$ cat src/rtl/display_scanner.sv
// Four-digit multiplexed scan controller feeding the seven-segment decoder.
// Double-buffered display value, per-digit decimal points, optional leading-zero blanking.
module display_scanner #(
    parameter int unsigned DIV = 50000
) (
    input  logic        i_clk,
    input  logic        i_reset,
    input  logic [15:0] i_value,
    input  logic [3:0]  i_dpsel,
    input  logic        i_load,
    input  logic        i_blankzero,
    output logic [3:0]  o_binaryout,
    output logic        o_decout,
    output logic [3:0]  o_anode,
    output logic        o_pending,
    output logic        o_frame
);

    localparam logic [15:0] DIV_M1 = 16'(DIV - 32'd1);

    logic [15:0] r_cnt;
    logic [1:0]  r_dig;
    logic [15:0] r_dispval;
    logic [3:0]  r_dispdp;
    logic [15:0] r_shval;
    logic [3:0]  r_shdp;
    logic        r_pending;
    logic        r_frame;

    logic        w_tick;
    logic        w_boundary;
    logic [3:0]  w_nibble;
    logic        w_dp;
    logic        w_blank;
    logic [3:0]  w_sel;

    assign w_tick     = (r_cnt == DIV_M1);
    assign w_boundary = w_tick && (r_dig == 2'd3);

    // Prescaler, digit stepping, frame pulse and shadow-to-display transfer.
    always_ff @(posedge i_clk) begin
        if (i_reset) begin
            r_cnt     <= 16'd0;
            r_dig     <= 2'd0;
            r_dispval <= 16'd0;
            r_dispdp  <= 4'd0;
            r_shval   <= 16'd0;
            r_shdp    <= 4'd0;
            r_pending <= 1'b0;
            r_frame   <= 1'b0;
        end else begin
            r_frame <= w_boundary;
            if (w_tick) begin
                r_cnt <= 16'd0;
                r_dig <= r_dig + 2'd1;
            end else begin
                r_cnt <= r_cnt + 16'd1;
            end
            // A load landing on the boundary goes straight to the display.
            if (w_boundary) begin
                if (i_load) begin
                    r_dispval <= i_value;
                    r_dispdp  <= i_dpsel;
                end else if (r_pending) begin
                    r_dispval <= r_shval;
                    r_dispdp  <= r_shdp;
                end else begin
                    r_dispval <= r_dispval;
                    r_dispdp  <= r_dispdp;
                end
                r_pending <= 1'b0;
            end else if (i_load) begin
                r_shval   <= i_value;
                r_shdp    <= i_dpsel;
                r_pending <= 1'b1;
            end else begin
                r_pending <= r_pending;
            end
        end
    end

    // Current nibble, decimal point and leading-zero blank condition for the active digit.
    always_comb begin
        w_nibble = 4'h0;
        w_dp     = 1'b0;
        w_blank  = 1'b0;
        w_sel    = 4'b1110;
        case (r_dig)
            2'd0: begin
                w_nibble = r_dispval[3:0];
                w_dp     = r_dispdp[0];
                w_blank  = 1'b0;
                w_sel    = 4'b1110;
            end
            2'd1: begin
                w_nibble = r_dispval[7:4];
                w_dp     = r_dispdp[1];
                w_blank  = (r_dispval[15:4] == 12'd0) && (r_dispdp[3:1] == 3'd0);
                w_sel    = 4'b1101;
            end
            2'd2: begin
                w_nibble = r_dispval[11:8];
                w_dp     = r_dispdp[2];
                w_blank  = (r_dispval[15:8] == 8'd0) && (r_dispdp[3:2] == 2'd0);
                w_sel    = 4'b1011;
            end
            2'd3: begin
                w_nibble = r_dispval[15:12];
                w_dp     = r_dispdp[3];
                w_blank  = (r_dispval[15:12] == 4'd0) && (r_dispdp[3] == 1'b0);
                w_sel    = 4'b0111;
            end
            default: begin
                w_nibble = 4'h0;
                w_dp     = 1'b0;
                w_blank  = 1'b0;
                w_sel    = 4'b1111;
            end
        endcase
    end

    // blankzero is deliberately unregistered so it acts in the same cycle.
    always_comb begin
        o_binaryout = w_nibble;
        o_decout    = ~w_dp;
        o_anode     = w_sel;
        if (i_blankzero && w_blank) begin
            o_decout = 1'b1;
            o_anode  = 4'b1111;
        end else begin
            o_decout = ~w_dp;
            o_anode  = w_sel;
        end
    end

    assign o_pending = r_pending;
    assign o_frame   = r_frame;

endmodule

$ cat config.mk
export PLATFORM = sky130hd
export DESIGN_NAME = display_scanner
export DESIGN_NICKNAME = d
export VERILOG_FILES = /design/src/rtl/display_scanner.sv
export SDC_FILE = /design/constraint.sdc
export NUM_CORES = 1
export LEC_CHECK = 0
export ABC_CLOCK_PERIOD_IN_PS = 2400
export CELL_PAD_IN_SITES_DETAIL_PLACEMENT = 1
export CELL_PAD_IN_SITES_GLOBAL_PLACEMENT = 2
export CORE_ASPECT_RATIO = 0.7
export CORE_MARGIN = 3
export CORE_UTILIZATION = 34
export CTS_CLUSTER_SIZE = 20
export DETAILED_ROUTE_END_ITERATION = 7
export GPL_TIMING_DRIVEN = 0
export PLACE_DENSITY_LB_ADDON = 0.2
export RECOVER_POWER = 25
export SETUP_SLACK_MARGIN = 0.15
export SYNTH_ARGS = -nofsm -noshare
export SYNTH_HDL_FRONTEND = slang
export SYNTH_SLANG_ARGS = --single-unit
$ cat constraint.sdc
create_clock -name i_clk -period 2.4 [get_ports i_clk]
set_clock_uncertainty 0.15 [all_clocks]
set_input_delay 0.24 -clock i_clk [delete_from_list [all_inputs] [get_ports i_clk]]
set_output_delay 0.24 -clock i_clk [all_outputs]
set_load 0.02 [all_outputs]
==> flow_summary.json, run 1 <==
{
  "status": "complete, but fails checks",
  "violations": "setup timing",
  "stdcell_count": 493,
  "fp-row-count": 27,
  "area_growth_pct": 57.4,
  "worst_pin_slew_ps": 1310,
  "die_area_um2": 9680,
  "clockRootBuffer": "clkbuf_16",
  "switching_power_uw": 574,
  "grt.busiest_layer": "met1",
  "yosysSeqAreaShare": 0.415,
  "finalHoldViolCount": 0,
  "fillCellCount": 866,
  "finalCritPeriodShare": 1.00,
  "yosys_warnings": 0,
  "start_kind": "flip-flop",
  "crit_type": "flip-flop to flip-flop",
  "maxCapViolCount": 0,
  "swShare": 0.234,
  "drive_gt1_frac": 0.306,
  "cp_slowest_cell": "or4bb_4",
  "num_vias": 2675,
  "grtUsageTotal": 0.198,
  "max_stage_delay_ps": 570,
  "crit_required_ps": 2440,
  "path_clk_slew_ps": 50,
  "ys_async_sr_fraction": 0,
  "cp.arrival_ps": 2440,
  "yosys.cell_types.count": 30,
  "drt-initial-drc-count": 121,
  "synth-seq-cells": 60,
  "p_leak_uw": 0.00176,
  "crit_path_max_fanout": 5,
  "avgViaCountPerCell": 5.43,
  "wl_per_cell_um": 20.2,
  "gp_congestion": 0.780,
  "slew_headroom": 0.125,
  "power_frac_clock": 0.480,
  "avgSynthCellArea_um2": 9.17,
  "grt_max_degree": 11,
  "clk_latency_ps": 330,
  "drt_first_pass_iters": 5,
  "synth_edf_count": 0,
  "initial_utilization": 0.359,
  "drc": 0,
  "syn_nets": 346,
  "place_area_um2": 3340,
  "setup_viol": 1,
  "fmaxAchievable_mhz": 417,
  "p_per_area_nw_per_um2": 538,
  "finalWorstSetupSlack_ps": -0.583,
  "cts-htree-levels": 3,
  "ioPinCount": 35,
  "drv_slew": 0,
  "numPortBuffers": 32,
  "diodes": 0,
  "cts_buffers": 9,
  "first_global_vias": 2682,
  "overflow": 0,
  "ir_drop_uv": 326,
  "crit_path_end_kind": "flip-flop",
  "die_y_um": 83.2,
  "dp.cells": 449,
  "grt_pass1_wl_mm": 14.7,
  "synth.cell_area_um2": 2900,
  "share_seq_of_total_power": 0.424,
  "ctsLongestPathBuffers": 2,
  "fin_nets": 418,
  "finalWirelength_mm": 9.98,
  "met3_usage": 0.0590,
  "grt_use_met1": 0.290,
  "hpwl_mm": 5.74,
  "period_minus_slack_ps": 2400,
  "synth_cells": 316,
  "synthFlopType": "dfxtp_1",
  "cts_hold_buf": 0,
  "ant_nets": 0,
  "cts_tree": "done",
  "die_w_um": 116,
  "core_area_um2": 8070,
  "antenna_found_initial": 0,
  "grtUsageMet2": 0.279,
  "stdcell_area_um2": 4560,
  "crit_chain": "or4bb_4, buf_4, o41ai_4, clkbuf_2, mux2i_1, nor2_1",
  "p_comb_frac": 0.096,
  "power.internal_uw": 1880,
  "utilization": 0.565,
  "cts.sinks": 60,
  "rsz0062_at_grt": "yes",
  "hold_class": "primary input to flip-flop"
}
==> cell families (layout without fill, tap and decap cells) <==
| kind of cell | count (synthesis) | count (layout) | share of synthesized area |
|---|---|---|---|
| DFF | 60 | 60 | 0.415 |
| and+or+nand+nor | 123 | 123 | 0.224 |
| adders and majority gates | 6 | 6 | 0.0259 |
| AOI/OAI and AO/OA | 33 | 33 | 0.0847 |
| xor gates and xnor gates | 14 | 14 | 0.0423 |
| buffers and inverters | 35 | 111 | 0.0531 |
| muxes | 45 | 45 | 0.156 |
==> layout by cell type, fill, tap and decap left out, types with 3 or more instances in the layout <==
master           instances
a222oi_1                 5
buf_12                   4
buf_4                   15
buf_6                   15
buf_8                    5
clkbuf_1                14
clkbuf_16               10
clkbuf_2                 3
clkdlybuf4s50_1         21
dfxtp_1                 51
dfxtp_2                  5
dfxtp_4                  4
dlygate4sd3_1            3
ha_1                     4
inv_1                   11
mux2i_1                 44
nand2_1                  5
nand2b_1                20
nand3_1                  6
nand4_1                  3
nor2_1                  29
nor2_4                  12
nor3_1                   7
nor4_1                   5
nor4_4                  20
o21ai_0                  3
o21bai_1                20
xnor2_1                 11
==> power by group through the flow <==
stage / clock, uW / sequential, uW / combinational, uW
after global placement: 0 / 1060 / 162
after floorplan: 0 / 1060 / 94.5
after detailed placement: 0 / 1060 / 164
final: 1180 / 1040 / 235
after CTS: 1200 / 1040 / 195
after global routing: 1260 / 1040 / 251
==> synthesized netlist by cell type, types with 3 or more instances <==
cell type,instances,area share
nand3_1,9,0.016
clkbuf_1,12,0.016
mux2i_1,45,0.16
ha_1,6,0.026
buf_2,6,0.010
o21bai_1,20,0.052
nand4_1,3,0.0065
o21ai_0,4,0.0069
dfxtp_1,60,0.41
xnor2_1,12,0.036
inv_1,13,0.017
a222oi_1,5,0.017
nor3_1,7,0.012
nand2b_1,21,0.045
nand2_1,6,0.0078
nor2_1,42,0.054
nor4_1,25,0.054
==> per-stage QoR <==
step	setup slack, ps	setup TNS, ps	total power (uW)	hold WS [ps]
finish	-0.583	-0.583	2450	272
floorplan	182	0	1150	234
CTS	-6.69	-6.69	2430	263
detailed placement	-541	-4560	1220	319
global route	-73.5	-691	2550	290
global placement	-533	-3550	1220	294
==> area by class of cell <==
class | count | area, um^2 | area share
Inverter | 13 | 51.3 | 0.0113
Multi-Input combinational cell | 221 | 2060 | 0.452
Timing Repair Buffer | 61 | 634 | 0.139
Clock inverter | 2 | 10.0 | 0.00220
Tap cell | 101 | 126 | 0.0277
Buffer | 22 | 191 | 0.0420
Sequential cell | 60 | 1220 | 0.268
Clock buffer | 13 | 260 | 0.0571
==> worst max-delay path, delay by kind of cell (launching register included) <==
family                 cells  cell delay, ps
buffers and inverters      2             480
AND/OR/NAND/NOR            2             630
AO/OA/AOI/OAI              1             400
multiplexers               1             260
flip-flops                 1             350
==> state kept, by name, summed over array words and instances (netlist names) <==
name       cells
r_dispdp       4
r_shval       16
r_cnt         16
r_shdp         4
o_frame        1
r_dispval     16
r_dig          2
o_pending      1
==> layer usage <==
metal  vias to the layer above  share of wire
met4                         0          0.013
met2                        61           0.45
met5                         -              0
met1                      1335           0.48
li1                       1265              -
met3                        14          0.053
==> what timing repair did <==
action                                  4_1_cts  5_1_grt
setup buffers                                 8       14
resized for setup                           139       67
endpoints found under the setup margin       61       55
pin swaps                                    51       17
gates cloned                                  5        2
==> path summary, 6_finish.rpt <==
path         cells after the start          from  slack (ps)           end
max                              6      r_cnt[5]        -0.6    r_shval[4]
min                              3       i_reset         270  r_dispval[9]
max reg2reg                      6      r_cnt[5]        -0.6    r_shval[4]
min reg2reg                      2  r_dispval[3]         340  r_dispval[3]
(Power assumes the default switching activity.)
==> inputs of run 2 (changes only) <==
--- a/config.mk
+++ b/config.mk
@@ -7,10 +7,10 @@
 export LEC_CHECK = 0
 export ABC_CLOCK_PERIOD_IN_PS = 2400
 export CELL_PAD_IN_SITES_DETAIL_PLACEMENT = 1
-export CELL_PAD_IN_SITES_GLOBAL_PLACEMENT = 2
+export CELL_PAD_IN_SITES_GLOBAL_PLACEMENT = 1
 export CORE_ASPECT_RATIO = 0.7
 export CORE_MARGIN = 3
-export CORE_UTILIZATION = 34
+export CORE_UTILIZATION = 42
 export CTS_CLUSTER_SIZE = 20
 export DETAILED_ROUTE_END_ITERATION = 7
 export GPL_TIMING_DRIVEN = 0
==> flow_summary.json, run 2 (synthesis results as in run 1) <==
{
  "grtUsageTotal": 0.298,
  "cts.sinks": 60,
  "avgViaCountPerCell": 6.22,
  "ioPinCount": 35,
  "clockRootBuffer": "clkbuf_8",
  "overflow": 0,
  "numPortBuffers": 32,
  "die_w_um": 105,
  "ir_drop_uv": 500,
  "p_leak_uw": 0.00179,
  "period_minus_slack_ps": 2550,
  "maxCapViolCount": 0,
  "die_area_um2": 7940,
  "diodes": 0,
  "crit_path_end_kind": "flip-flop",
  "ctsLongestPathBuffers": 2,
  "cts_buffers": 9,
  "die_y_um": 75.5,
  "antenna_found_initial": 0,
  "start_kind": "flip-flop",
  "crit_type": "flip-flop to flip-flop",
  "fillCellCount": 633,
  "wl_per_cell_um": 29.0,
  "fin_nets": 427,
  "cts-htree-levels": 3,
  "rsz0062_at_grt": "yes",
  "setup_viol": 53,
  "drt-initial-drc-count": 315,
  "top_regs": "r_cnt x16, r_dispval x16, r_shval x16",
  "most-common-layout-cells": "dfxtp_1, mux2i_1, nor2_1",
  "initial_utilization": 0.449,
  "final_common_cell": "dfxtp_1",
  "num_vias": 3067,
  "finalWorstSetupSlack_ps": -154,
  "hpwl_mm": 5.50,
  "area_growth_pct": 60.6,
  "hold_class": "flip-flop to flip-flop",
  "grt_max_degree": 11,
  "first_global_vias": 3072,
  "drive_gt1_frac": 0.378,
  "finalHoldViolCount": 0,
  "fmaxAchievable_mhz": 392,
  "core_area_um2": 6460,
  "p_per_area_nw_per_um2": 536,
  "cts_tree": "done",
  "worst_pin_slew_ps": 1160,
  "clk_latency_ps": 350,
  "gp_congestion": 0.794,
  "ant_nets": 0,
  "cp.arrival_ps": 2600,
  "fp-row-count": 24,
  "drc": 0,
  "status": "complete, but fails checks",
  "crit_path_max_fanout": 5,
  "crit_required_ps": 2450,
  "finalCritPeriodShare": 1.06,
  "violations": "setup timing",
  "timing.hold.ws_ps": 366,
  "slew_headroom": 0.227,
  "drt_first_pass_iters": 6,
  "finalWirelength_mm": 14.3,
  "grt_pass1_wl_mm": 17.7,
  "path_clk_slew_ps": 80,
  "drv_slew": 0,
  "finalPower_uw": 2490
}
-- run 2: cell types whose count changed in the layout (fill, tap and decap cells not counted), moves of 5 or more --
cell	before	now
clkbuf_16	10	0
clkbuf_8	2	11
nor2_2	1	10
buf_4	15	23
nor2_4	12	6
dfxtp_1	51	46
mux2i_1	44	39
nor4_2	0	5
nor4_4	20	15
-- run 2: worst max-delay path: stages (launching register included) --
cell and delay, ps:
dfxtp_4 360, or4bb_4 540, clkbuf_1 160, o41ai_4 470
buf_4 220, buf_6 140, mux2i_1 300, nor2_1 70
-- run 2: final cells by class --
class,count,area (um^2),share of cell area
inverters,13,53.8,0.0116
plain buffers,22,201,0.0433
well taps,91,114,0.0245
clock inverters,4,95.1,0.0204
flip-flops and latches,60,1240,0.266
repair buffers,70,704,0.151
multi-input cells,221,2090,0.450
clock buffers,12,155,0.0334
-- run 2: worst paths after layout --
path                      from      endpoint  slack (ps)  cells after the start
hold reg to reg   r_dispval[0]  r_dispval[0]         370                      2
hold / removal    r_dispval[0]  r_dispval[0]         370                      2
setup reg to reg      r_cnt[5]   r_shval[12]        -150                      7
setup / recovery      r_cnt[5]   r_shval[12]        -150                      7
-- run 2: power by group --
part,total [uW],internal [uW],switching (uW)
Combinational,256,114,142
Clock,1200,747,452
Sequential,1040,1010,25.6
-- run 2: what timing repair did --
item | 4_1_cts | 5_1_grt
setup buffers | 22 | 9
setup endpoints to repair | 61 | 65
gates cloned | 7 | 0
hold buffers | 0 | 0
pin swaps | 53 | 14
resized for setup | 150 | 80
-- run 2: per-stage QoR --
stage	utilization	area (um^2)	TNS (ps)	std cells	worst slack [ps]
finish	0.721	4650	-3140	493	-154
global route	0.721	4650	-5150	493	-219
CTS	0.661	4270	-70.9	484	-40.6
detailed placement	0.516	3330	-3330	439	-533
global placement	0.516	3330	-1860	439	-489
floorplan	-	2900	0	316	182
-- run 2: metal layers --
metal,global-route usage,up-vias,part of all wire,routed length (um)
li1,-,1273,-,-
met1,0.364,1522,0.41,5870
met2,0.499,215,0.46,6590
met3,0.0957,57,0.079,1140
met4,0.119,0,0.050,720
met5,0,-,0,0
==> inputs of run 3 (changes only) <==
--- a/config.mk
+++ b/config.mk
@@ -5,7 +5,6 @@
 export SDC_FILE = /design/constraint.sdc
 export NUM_CORES = 1
 export LEC_CHECK = 0
-export ABC_CLOCK_PERIOD_IN_PS = 2400
 export CELL_PAD_IN_SITES_DETAIL_PLACEMENT = 1
 export CELL_PAD_IN_SITES_GLOBAL_PLACEMENT = 1
 export CORE_ASPECT_RATIO = 0.7
@@ -15,7 +14,7 @@
 export DETAILED_ROUTE_END_ITERATION = 7
 export GPL_TIMING_DRIVEN = 0
 export PLACE_DENSITY_LB_ADDON = 0.2
-export RECOVER_POWER = 25
+export RECOVER_POWER = 100
 export SETUP_SLACK_MARGIN = 0.15
 export SYNTH_ARGS = -nofsm -noshare
 export SYNTH_HDL_FRONTEND = slang
==> results of run 3 <==
The final DEF is identical to that of run 2; final timing and power are the same.
